`src/rtl/ir_frame_scheduler.sv`:
```
// Frame-level sequencer for the IR capture path: startup settle, per-frame
// StoreFPGA handshake, capture/DDR-writer enables, UART status and timeout.
module ir_frame_scheduler #(
  parameter logic [31:0] STARTUP_DLY = 32'h179A7B00,
  parameter int unsigned REQ_CYCLES  = 6,
  parameter logic [31:0] TIMEOUT     = 32'h03EF1480,
  parameter logic [15:0] NUM_FRAMES  = 16'd1,
  parameter logic [7:0]  STATUS_OK   = 8'h55,
  parameter logic [7:0]  STATUS_ERR  = 8'hEE
) (
  input  logic        clk_66MHz_Global,
  input  logic        rst_n,
  input  logic        cap_frame_done,
  input  logic        wr_frame_done,
  input  logic        store_ack,
  input  logic        uart_tx_done,
  output logic        capture_en,
  output logic        ddrwriter_en,
  output logic        wr_req,
  output logic        wr_done,
  output logic        uart_tx_en,
  output logic [7:0]  uart_tx_dr,
  output logic [15:0] frame_cnt,
  output logic        busy,
  output logic        err
);

  localparam logic [2:0] ST_DELAY  = 3'd0;
  localparam logic [2:0] ST_REQ    = 3'd1;
  localparam logic [2:0] ST_RUN    = 3'd2;
  localparam logic [2:0] ST_DONE   = 3'd3;
  localparam logic [2:0] ST_REPORT = 3'd4;
  localparam logic [2:0] ST_NEXT   = 3'd5;
  localparam logic [2:0] ST_HALT   = 3'd6;

  localparam int unsigned      REQ_W    = (REQ_CYCLES > 1) ? $clog2(REQ_CYCLES) : 1;
  localparam logic [REQ_W-1:0] REQ_LAST = REQ_W'(REQ_CYCLES - 1);

  logic [2:0]       state_q,      state_d;
  logic [31:0]      dly_cnt_q,    dly_cnt_d;
  logic [REQ_W-1:0] req_cnt_q,    req_cnt_d;
  logic [31:0]      to_cnt_q,     to_cnt_d;
  logic             cap_seen_q,   cap_seen_d;
  logic             wr_seen_q,    wr_seen_d;
  logic             err_q,        err_d;
  logic [7:0]       status_q,     status_d;
  logic [15:0]      frame_cnt_q,  frame_cnt_d;
  logic             ack_meta_q,   ack_s_q;
  logic             capture_en_q, capture_en_d;
  logic             ddr_en_q,     ddr_en_d;
  logic             wr_req_q,     wr_req_d;
  logic             wr_done_q,    wr_done_d;
  logic             tx_en_q,      tx_en_d;
  logic             busy_q,       busy_d;
  logic             timeout_hit;

  assign timeout_hit = (to_cnt_q == TIMEOUT - 32'd1);

  always_comb begin
    state_d     = state_q;
    dly_cnt_d   = dly_cnt_q;
    req_cnt_d   = req_cnt_q;
    to_cnt_d    = to_cnt_q;
    cap_seen_d  = cap_seen_q;
    wr_seen_d   = wr_seen_q;
    err_d       = err_q;
    status_d    = status_q;
    frame_cnt_d = frame_cnt_q;

    case (state_q)
      ST_DELAY: begin
        if (dly_cnt_q == STARTUP_DLY - 32'd1) begin
          dly_cnt_d = '0;
          req_cnt_d = '0;
          state_d   = ST_REQ;
        end else begin
          dly_cnt_d = dly_cnt_q + 32'd1;
        end
      end
      ST_REQ: begin
        if (req_cnt_q == REQ_LAST) begin
          req_cnt_d  = '0;
          cap_seen_d = 1'b0;
          wr_seen_d  = 1'b0;
          to_cnt_d   = '0;
          state_d    = ST_RUN;
        end else begin
          req_cnt_d = req_cnt_q + 1'b1;
        end
      end
      ST_RUN: begin
        to_cnt_d = to_cnt_q + 32'd1;
        // Timeout wins over any done sampled on the same edge.
        if (timeout_hit) begin
          err_d    = 1'b1;
          status_d = STATUS_ERR;
          state_d  = ST_REPORT;
        end else begin
          cap_seen_d = cap_seen_q | cap_frame_done;
          wr_seen_d  = wr_seen_q | wr_frame_done;
          if (cap_seen_d && wr_seen_d) begin
            state_d = ST_DONE;
          end
        end
      end
      ST_DONE: begin
        to_cnt_d = to_cnt_q + 32'd1;
        if (timeout_hit) begin
          err_d    = 1'b1;
          status_d = STATUS_ERR;
          state_d  = ST_REPORT;
        end else if (ack_s_q) begin
          status_d = STATUS_OK;
          state_d  = ST_REPORT;
        end
      end
      ST_REPORT: begin
        if (uart_tx_done) begin
          frame_cnt_d = frame_cnt_q + 16'd1;
          state_d     = ST_NEXT;
        end
      end
      ST_NEXT: begin
        if (err_q) begin
          state_d = ST_HALT;
        end else if ((NUM_FRAMES != 16'd0) && (frame_cnt_q == NUM_FRAMES)) begin
          state_d = ST_HALT;
        end else if (!ack_s_q) begin
          req_cnt_d = '0;
          state_d   = ST_REQ;
        end
      end
      ST_HALT: begin
        state_d = ST_HALT;
      end
      default: begin
        state_d = ST_DELAY;
      end
    endcase
  end

  // Outputs are registered from the next state so the StoreFPGA sees glitch-free
  // levels while keeping the same cycle timing as a state decode.
  always_comb begin
    capture_en_d = (state_d == ST_RUN) && !cap_seen_d;
    ddr_en_d     = (state_d == ST_RUN) && !wr_seen_d;
    wr_req_d     = (state_d == ST_REQ);
    wr_done_d    = (state_d == ST_DONE);
    tx_en_d      = (state_d == ST_REPORT);
    busy_d       = (state_d != ST_HALT);
  end

  always_ff @(posedge clk_66MHz_Global or negedge rst_n) begin
    if (!rst_n) begin
      state_q      <= ST_DELAY;
      dly_cnt_q    <= '0;
      req_cnt_q    <= '0;
      to_cnt_q     <= '0;
      cap_seen_q   <= 1'b0;
      wr_seen_q    <= 1'b0;
      err_q        <= 1'b0;
      status_q     <= '0;
      frame_cnt_q  <= '0;
      ack_meta_q   <= 1'b0;
      ack_s_q      <= 1'b0;
      capture_en_q <= 1'b0;
      ddr_en_q     <= 1'b0;
      wr_req_q     <= 1'b0;
      wr_done_q    <= 1'b0;
      tx_en_q      <= 1'b0;
      busy_q       <= 1'b1;
    end else begin
      state_q      <= state_d;
      dly_cnt_q    <= dly_cnt_d;
      req_cnt_q    <= req_cnt_d;
      to_cnt_q     <= to_cnt_d;
      cap_seen_q   <= cap_seen_d;
      wr_seen_q    <= wr_seen_d;
      err_q        <= err_d;
      status_q     <= status_d;
      frame_cnt_q  <= frame_cnt_d;
      ack_meta_q   <= store_ack;
      ack_s_q      <= ack_meta_q;
      capture_en_q <= capture_en_d;
      ddr_en_q     <= ddr_en_d;
      wr_req_q     <= wr_req_d;
      wr_done_q    <= wr_done_d;
      tx_en_q      <= tx_en_d;
      busy_q       <= busy_d;
    end
  end

  assign capture_en   = capture_en_q;
  assign ddrwriter_en = ddr_en_q;
  assign wr_req       = wr_req_q;
  assign wr_done      = wr_done_q;
  assign uart_tx_en   = tx_en_q;
  assign uart_tx_dr   = status_q;
  assign frame_cnt    = frame_cnt_q;
  assign busy         = busy_q;
  assign err          = err_q;

endmodule

```
`config.mk`:
```
export PLATFORM = sky130hd
export DESIGN_NAME = ir_frame_scheduler
export DESIGN_NICKNAME = d
export VERILOG_FILES = /design/src/rtl/ir_frame_scheduler.sv
export SDC_FILE = /design/constraint.sdc
export NUM_CORES = 1
export LEC_CHECK = 0
export ABC_CLOCK_PERIOD_IN_PS = 4150
export BUFFER_PORTS_ARGS = -buffer_cell sky130_fd_sc_hd__buf_2
export CORE_UTILIZATION = 34
export DETAILED_ROUTE_END_ITERATION = 8
export PLACE_DENSITY = 0.51
export RECOVER_POWER = 50
export SYNTH_ARGS = -nofsm -noshare
export SYNTH_HDL_FRONTEND = slang
export SYNTH_SLANG_ARGS = --single-unit
```
`constraint.sdc`:
```
create_clock -name clk_66MHz_Global -period 4.15 [get_ports clk_66MHz_Global]
set_clock_uncertainty 0.2 [all_clocks]
set_input_delay 0.83 -clock clk_66MHz_Global [delete_from_list [all_inputs] [get_ports clk_66MHz_Global]]
set_output_delay 0.83 -clock clk_66MHz_Global [all_outputs]
set_load 0.1 [all_outputs]
```
==> metrics.txt, run 1 <==
residual overflow from global routing=0; Syn Nets=506; Slew HR=-0.673; Worst-Margin Slew=2.51 ns; initial antenna violation count=0; worst r2r path cells=6; Via Count=approximately 3800; Clk Latency, worst-skew pair=0.35 ns; WL/cell=about 15 um; Seq/Total Area, Yosys=0.502; Post-Synthesis Cell Area=0.00499 sq mm; clock tree buffer depth=2; Crit path max-delay family=buffers and inverters; failing checks=max-capacitance violations, max-slew violations; Worst setup SP type=primary input; I/O Buffers=36; worst endpoint required time=3.88 ns; Max stage delay cell, worst path=clkbuf_2; Mapped Cells=slightly below 500; # Post-CTS Setup Buffers=0; DRT Pass-1 Iters=4; fmax=about 330 MHz; clk root buf=clkbuf_16; asr flop ratio synth=1.00; worst-path fanout max=100; crit-path cells=buf_4, clkbuf_2; Remaining DRCs=0; total CTS buffers=9; WHS Endpoint=ack_s_q; Final setup viols=0; die height=~120 um; htree depth=3; Synth top area share=0.496; share of cells above drive strength 1=0.115; Hold Fails Final Rpt=0; via/cell ratio=5.30; top cell type by total area after synthesis=dfrtp_1; Syn. warnings=0; post-synth cell types=55; status=complete, but fails checks; Power per Cell Area=around 330 mW/mm^2; # hold bufs at CTS=0; post-route ant nets=0; std cell rows=43; hold path start=ack_meta_q; worst stage delay on the critical path=approximately 1.7 ns; Final HPWL DP=around 7.4 mm; Critical R2R Capture=to_cnt_q[31]; Period minus WS final=roughly 3 ns; pre-CTS setup slack=around 1.3 ns; die width=123 um; fin. max-slew vios=slightly above 100; vias in the first global route=around 3600; Static Leak=~2.6 nW; Fin Setup TNS=0 ns; Worst Hold Class=flop to flop; Max-Cap Viols=1; Layout Area Growth over Synthesis=12.1%; FF-to-FF Start=state_q[0]; Worst R2R Setup Slack=~1.3 ns; DIE AREA=~0.015 sq mm; CORE AREA=between 0.01 and 0.015 sq mm; Starting DRT DRC Count=~150; routability cong.=0.780; largest net degree at the start of global routing=101; worst setup path category=primary input to async pin; Antenna Cells=0; first-pass GRT wire length=about 18 mm; Nets=between 500 and 600; Final Cycle Share=0.721; CTS resizes=0; VDD IR-drop max=roughly 0.00019 V; crit path capture type=async pin; final wirelength=about 11 mm; clock-pin slew on the worst setup and hold paths=approximately 0.070 ns; setup ws final=between 1 and 1.5 ns; Hold Crit Depth=0; Buf/Inv on CP=2; most common cell in the synthesized netlist=dfrtp_1; Starting Density=0.354; I/O pins=37; Avg Cell Area, Syn=~10 sq um; TritonCTS Sinks=100; ys flop type=dfrtp_1; Tot GR Track Use=0.156; top cells by instance count after synthesis=dfrtp_1, nor2_1, xor2_1, nand4_1, nand2_1; WP data arrival=2.72 ns; CTS tree=built; top area cells in the synthesized netlist=dfrtp_1, xor2_1, nand4_1; Post-synth EDFFs=0; synthesis-stage register bit count=100; RSZ-0062 raised after global routing=false
[worst max-delay path by stage]
| stage | startpoint | to | slack [ns] | depth (start not counted) |
|---|---|---|---|---|
| 2_1_floorplan | frame_cnt[0] | uart_tx_en | 1.26 | 6 |
| 3_3_place_gp | state_q[0] | to_cnt_q[31] | 1.39 | 6 |
| 3_5_place_dp | state_q[0] | to_cnt_q[31] | 1.34 | 6 |
| 4_1_cts | state_q[0] | to_cnt_q[31] | 1.34 | 6 |
| 5_1_grt | rst_n | to_cnt_q[25] | 0.56 | 2 |
| 6_report | rst_n | dly_cnt_q[10] | 1.16 | 2 |
[flip-flops by register name, indices dropped and copies added (netlist names), 3 cells and up]
signal,count
req_cnt_q,3
uart_tx_dr,3
to_cnt_q,32
dly_cnt_q,32
frame_cnt,16
state_q,3
[layout by cell type (no fill, tap or decap), drive strengths merged, types with 2 or more instances in the layout]
| cell type | Yosys | final |
|---|---|---|
| ha | 4 | 4 |
| o21a | 2 | 2 |
| o21ai | 10 | 10 |
| xnor2 | 21 | 21 |
| nand2 | 34 | 34 |
| mux2i | 4 | 4 |
| nor2 | 57 | 57 |
| clkinvlp | 0 | 2 |
| inv | 12 | 15 |
| clkbuf | 10 | 16 |
| a211o | 2 | 2 |
| a22oi | 2 | 2 |
| a22o | 3 | 3 |
| buf | 14 | 36 |
| or3 | 8 | 8 |
| xor2 | 40 | 40 |
| a21o | 3 | 3 |
| a21oi | 12 | 12 |
| o31ai | 7 | 7 |
| or4 | 9 | 9 |
| nor2b | 5 | 5 |
| and4 | 7 | 7 |
| dfrtp | 99 | 99 |
| nor4b | 2 | 2 |
| nand2b | 4 | 4 |
| and3 | 14 | 14 |
| and4b | 2 | 2 |
| nand3 | 30 | 30 |
| nand4 | 35 | 35 |
| nor3 | 15 | 15 |
| nor4 | 9 | 9 |
[power breakdown]
group,leakage (nW),switching (W),internal (W)
combinational,1.09,0.0000202,0.00000287
clock,0.135,0.000391,0.000432
sequential,1.36,0.000000809,0.000975
[cell type report]
class                   count  area [sq um]
clock buffers              11           243
clock inverters             5          43.8
fillers                  1416          8500
inverters                  12          45.0
multi-input cells         360          2320
flip-flops and latches    100          2500
well taps                 180           225
repair buffers             41           210
[per-layer routing]
layer / vias to the layer above / GRT usage / part of all wire
li1: 1828 / - / -
met1: 1880 / 0.208 / 0.49
met2: 37 / 0.246 / 0.47
met3: 11 / 0.0415 / 0.027
met4: 0 / 0.0482 / 0.010
met5: - / 0 / 0
[kinds of logic after synthesis]
logic type      Yosys count  synth area share
flops                   100             0.502
mux                       4           0.00802
simple gates            240             0.268
fa+ha+maj                 4            0.0100
compound gates           51            0.0725
xor+xnor                 61             0.107
buf+inv                  36            0.0331
[through the flow]
step / hold slack [ns] / area [sq um] / utilization / total power [W] / std cells
detailed placement: 0.151 / 5330 / 0.378 / 0.00102 / 693
global placement: 0.137 / 5330 / 0.378 / 0.00102 / 693
CTS: 0.168 / 5620 / 0.399 / 0.00186 / 709
finish: 0.161 / 5600 / 0.397 / 0.00182 / 709
floorplan: 0.131 / 4990 / - / 0.000996 / 496
global route: 0.175 / 5600 / 0.397 / 0.00189 / 709
(Power assumes the default switching activity.)
==> inputs of run 2 (changes only) <==
--- a/config.mk
+++ b/config.mk
@@ -5,7 +5,7 @@
 export SDC_FILE = /design/constraint.sdc
 export NUM_CORES = 1
 export LEC_CHECK = 0
-export ABC_CLOCK_PERIOD_IN_PS = 4150
+export ABC_CLOCK_PERIOD_IN_PS = 3000
 export BUFFER_PORTS_ARGS = -buffer_cell sky130_fd_sc_hd__buf_2
 export CORE_UTILIZATION = 34
 export DETAILED_ROUTE_END_ITERATION = 8
==> constraint.sdc (replaced) <==
create_clock -name clk_66MHz_Global -period 3 [get_ports clk_66MHz_Global]
set_clock_uncertainty 0.2 [all_clocks]
set_input_delay 0.6 -clock clk_66MHz_Global [delete_from_list [all_inputs] [get_ports clk_66MHz_Global]]
set_output_delay 0.6 -clock clk_66MHz_Global [all_outputs]
set_load 0.1 [all_outputs]
==> run 2 against run 1 <==
Against the previous run:
- the flow now finishes without violations
- sequential cell count unchanged
- die area unchanged
- via count increased by 0.27%
- first-iteration DRC count grew 23%
- wire length up 1.4%
- global-route usage is 0.31 points higher
- final cell count up 0.99%
- non-clock buffer count rose by 7
- register-to-register slack got worse by 0.94 ns
- clock-buffer cell count shrank 1
- cell area grew 1.3%
- largest cell class unchanged
- highest routed layer unchanged
==> metrics.txt, run 2 (synthesis results as in run 1) <==
WL/cell=roughly 15 um; Static Leak=~2.6 nW; Clk Latency, worst-skew pair=between 0.3 and 0.4 ns; crit path capture type=flop; Nets=roughly 540; share of cells above drive strength 1=0.119; routability cong.=just under 0.8; Final Cycle Share=0.872; Final setup viols=0; std cell rows=43; DIE AREA=0.0152 sq mm; fin. max-slew vios=0; Worst Hold Class=primary input to async pin; TritonCTS Sinks=100; total CTS buffers=9; CORE AREA=around 0.014 sq mm; FF-to-FF Start=to_cnt_q[9]; fmax=approximately 380 MHz; Period minus WS final=approximately 2.6 ns; die height=around 120 um; post-route ant nets=0; Worst-Margin Slew=1.45 ns; htree depth=3; clock-pin slew on the worst setup and hold paths=0.07 ns; VDD IR-drop max=around 0.0003 V; Tot GR Track Use=0.159; Layout Area Growth over Synthesis=13.6%; # Post-CTS Setup Buffers=0; Slew HR=0.0303; first-pass GRT wire length=around 19 mm; most frequent cells in the layout=dfrtp_1, nor2_1, xor2_1; placed instance area=0.00537 sq mm; worst setup path category=flop to flop; largest net degree at the start of global routing=43; Worst setup SP type=flop; setup ws final=0.385 ns; via/cell ratio=between 5 and 6; CTS tree=built; pre-CTS setup slack=~0.42 ns; Fin Setup TNS=0 ns; RSZ-0062 raised after global routing=false; clk root buf=clkbuf_16; I/O pins=37; Starting Density=0.354; Remaining DRCs=0; initial antenna violation count=0; WP data arrival=between 2 and 3 ns; worst-path fanout max=7; worst endpoint required time=3.04 ns; I/O Buffers=36; vias in the first global route=~3700; most common cell after layout, fill and taps aside=dfrtp_1; Final HPWL DP=~7.8 mm; Power per Cell Area=463 mW/mm^2; Max-Cap Viols=0; die width=between 100 and 150 um; Antenna Cells=0; final wirelength=approximately 11 mm; Final Cell Area=approximately 0.0057 sq mm; Starting DRT DRC Count=between 150 and 200; residual overflow from global routing=0; status=finished clean; Via Count=between 3000 and 4000; crit path from=to_cnt_q[9]; clock tree buffer depth=2; Hold Fails Final Rpt=0; DRT Pass-1 Iters=4; CTS resizes=0; # hold bufs at CTS=0
[run 2: changes by cell type in the layout (fill, tap and decap cells not counted)]
cell and delta:
inv_8 -1, clkinvlp_4 -1, clkbuf_8 -1, clkbuf_1 +4, buf_4 +6, clkinv_2 +2
buf_2 -3, inv_6 -1, bufinv_16 +2
[run 2: worst max-delay path, stage by stage (launching register included)]
cell and delay [ns]:
dfrtp_1 0.46, or4_1 0.56, nor4_2 0.44, a21oi_1 0.18, a211o_1 0.36, nor3_1 0.30
[run 2: power breakdown]
group	internal [W]	total (W)	switching (W)
sequential	0.00135	0.00135	0.000000986
combinational	0.00000435	0.0000331	0.0000287
clock	0.000731	0.00124	0.000513
total	0.00208	0.00263	0.000543
[run 2: area by class of cell]
class / count / area [sq um]
Clock buffer: 10 / 229
Clock inverter: 6 / 86.3
Fill cell: 1403 / 8430
Inverter: 12 / 45.0
Multi-Input combinational cell: 360 / 2320
Sequential cell: 100 / 2500
Tap cell: 180 / 225
Timing Repair Buffer: 48 / 255
[run 2: path summary, 6_finish.rpt]
check	to	slack [ns]	cells after the start
worst max register to register	ddrwriter_en	0.38	5
worst min-delay path	frame_cnt[4]	0.02	1
min in group clk_66MHz_Global	ack_s_q	0.15	0
max in group asynchronous	to_cnt_q[30]	0.84	2
worst min register to register	ack_s_q	0.15	0
worst max-delay path	ddrwriter_en	0.38	5
[run 2: layer usage]
| layer | up-vias | wire, um | global-route usage |
|---|---|---|---|
| met5 | - | 0 | 0 |
| met4 | 0 | 196 | 0.0617 |
| met3 | 15 | 288 | 0.0364 |
| met2 | 46 | 4950 | 0.243 |
| met1 | 1856 | 5480 | 0.218 |
| li1 | 1849 | - | - |
[run 2: metrics by stage]
stage / utilization / cells / hold WS, ns / power (W)
after detailed placement: 0.381 / 700 / 0.140 / 0.00141
final: 0.402 / 716 / 0.0163 / 0.00263
after global placement: 0.381 / 700 / 0.137 / 0.00141
after CTS: 0.403 / 716 / 0.0341 / 0.00268
after global routing: 0.402 / 716 / 0.0564 / 0.00273
after floorplan: - / 496 / 0.104 / 0.00138
==> inputs of run 3 (changes only) <==
--- a/config.mk
+++ b/config.mk
@@ -9,7 +9,6 @@
 export BUFFER_PORTS_ARGS = -buffer_cell sky130_fd_sc_hd__buf_2
 export CORE_UTILIZATION = 34
 export DETAILED_ROUTE_END_ITERATION = 8
-export PLACE_DENSITY = 0.51
 export RECOVER_POWER = 50
 export SYNTH_ARGS = -nofsm -noshare
 export SYNTH_HDL_FRONTEND = slang
==> run 3 against run 2 <==
Against the previous run:
- sequential share of layout area shrank 0.48 points
- sequential cell count stayed put
- largest cell class unchanged
- sequential power is essentially flat
- global-route usage decreased by 0.28 points
- cell area increased by 1.1%
- first-iteration DRC count grew 19%
- wire length shrank 2.0%
- via count grew 0.27%
- clock-buffer cell count unchanged
- final cell count rose by 0.14%
- maximum frequency up 4.8%
- combinational power shrank 4%
==> metrics.txt, run 3 (synthesis results as in run 1) <==
Layout Area Growth over Synthesis=14.8%; # hold bufs at CTS=0; initial antenna violation count=0; Nets=between 500 and 600; worst setup path category=flop to flop; die width=~120 um; most frequent cells in the layout=dfrtp_1, nor2_1, xor2_1; most common cell after layout, fill and taps aside=dfrtp_1; vias in the first global route=approximately 3700; I/O pins=37; residual overflow from global routing=0; first-pass GRT wire length=approximately 18 mm; Antenna Cells=0; RSZ-0062 raised after global routing=false; final wirelength=approximately 11 mm; Power per Cell Area=just under 500 mW/mm^2; Tot GR Track Use=0.156; CTS tree=built; via/cell ratio=roughly 5.3; Clk Latency, worst-skew pair=approximately 0.35 ns; fmax=401 MHz; total CTS buffers=9; worst endpoint required time=a little over 3 ns; fin. max-slew vios=0; VDD IR-drop max=about 0.00027 V; routability cong.=slightly above 0.8; share of cells above drive strength 1=0.125; largest net degree at the start of global routing=43; worst-path fanout max=4; I/O Buffers=36; Static Leak=roughly 2.7 nW; Slew HR=0.227; Starting Density=0.354; CORE AREA=around 0.014 sq mm; Worst setup SP type=flop; status=finished clean; htree depth=3; CTS resizes=0; pre-CTS setup slack=roughly 0.48 ns; post-route ant nets=0; Final setup viols=0; crit path capture type=flop; clock-pin slew on the worst setup and hold paths=approximately 0.070 ns; Worst Hold Class=flop to flop; Final Core Density=0.407; Fin Setup TNS=0 ns; Inst Count DP=about 700; Final HPWL DP=roughly 7.6 mm; WL/cell=approximately 15 um; clk root buf=clkbuf_16; setup ws final=about 0.51 ns; die height=about 120 um; Via Count=around 3800; WP data arrival=between 2 and 3 ns; Hold Fails Final Rpt=0; Period minus WS final=roughly 2.5 ns; # Post-CTS Setup Buffers=0; std cell rows=43; Max-Cap Viols=0; clock tree buffer depth=2; total chip power=0.00282 W; Remaining DRCs=0; fin cells=approximately 700; Starting DRT DRC Count=~220; DIE AREA=between 0.015 and 0.02 sq mm; Final Cycle Share=0.832; DRT Pass-1 Iters=5; TritonCTS Sinks=100; Worst-Margin Slew=roughly 1.2 ns
run 3: changes by cell type in the layout (fill, tap and decap cells not counted):
cell,change
clkbuf_2,+1
bufinv_16,+2
clkbuf_8,+1
clkbuf_1,-3
buf_2,+2
nor2b_2,-1
clkinv_2,-1
clkinvlp_4,-1
nor2b_1,+1
run 3: metrics by stage:
step / hold slack, ns / cell area, sq um
floorplan: 0.104 / 4990
global placement: 0.138 / 5390
detailed placement: 0.138 / 5390
CTS: 0.0513 / 5760
global route: 0.135 / 5730
finish: 0.154 / 5730
run 3: routing by layer:
layer  track usage  routed length [um]  up-vias
met4        0.0414                  95        0
met2         0.246                5080       72
met1         0.209                5090     1859
met3        0.0443                 433        5
li1              -                   -     1840
met5             0                   0        -
run 3: critical path, stage by stage, from the launching register on:
cell,delay [ns]
dfrtp_1,0.41
or4_1,0.57
nor4_2,0.47
a21oi_1,0.15
a211o_1,0.35
nor3_1,0.24
run 3: area by class of cell:
cell class / count / area, sq um
Timing Repair Buffer: 49 / 263
Inverter: 12 / 45.0
Multi-Input combinational cell: 360 / 2320
Tap cell: 180 / 225
Clock inverter: 6 / 134
Fill cell: 1339 / 8360
Clock buffer: 10 / 239
Sequential cell: 100 / 2500
run 3: path summary, 6_finish.rpt:
| check | startpoint | endpoint | slack [ns] | depth (start not counted) |
|---|---|---|---|---|
| setup / recovery | to_cnt_q[7] | ddrwriter_en | 0.51 | 5 |
| hold / removal | ack_meta_q | ack_s_q | 0.15 | 0 |
| setup reg to reg | to_cnt_q[7] | ddrwriter_en | 0.51 | 5 |
| hold reg to reg | ack_meta_q | ack_s_q | 0.15 | 0 |
| max in group asynchronous | rst_n | dly_cnt_q[25] | 0.81 | 2 |
| min in group asynchronous | rst_n | frame_cnt[8] | 0.23 | 1 |
run 3: report_power, final:
group	switching, W	leakage, nW	internal [W]
combinational	0.0000280	1.12	0.00000396
sequential	0.00000106	1.36	0.00135
clock	0.000509	0.183	0.000924
total	0.000538	2.67	0.00228
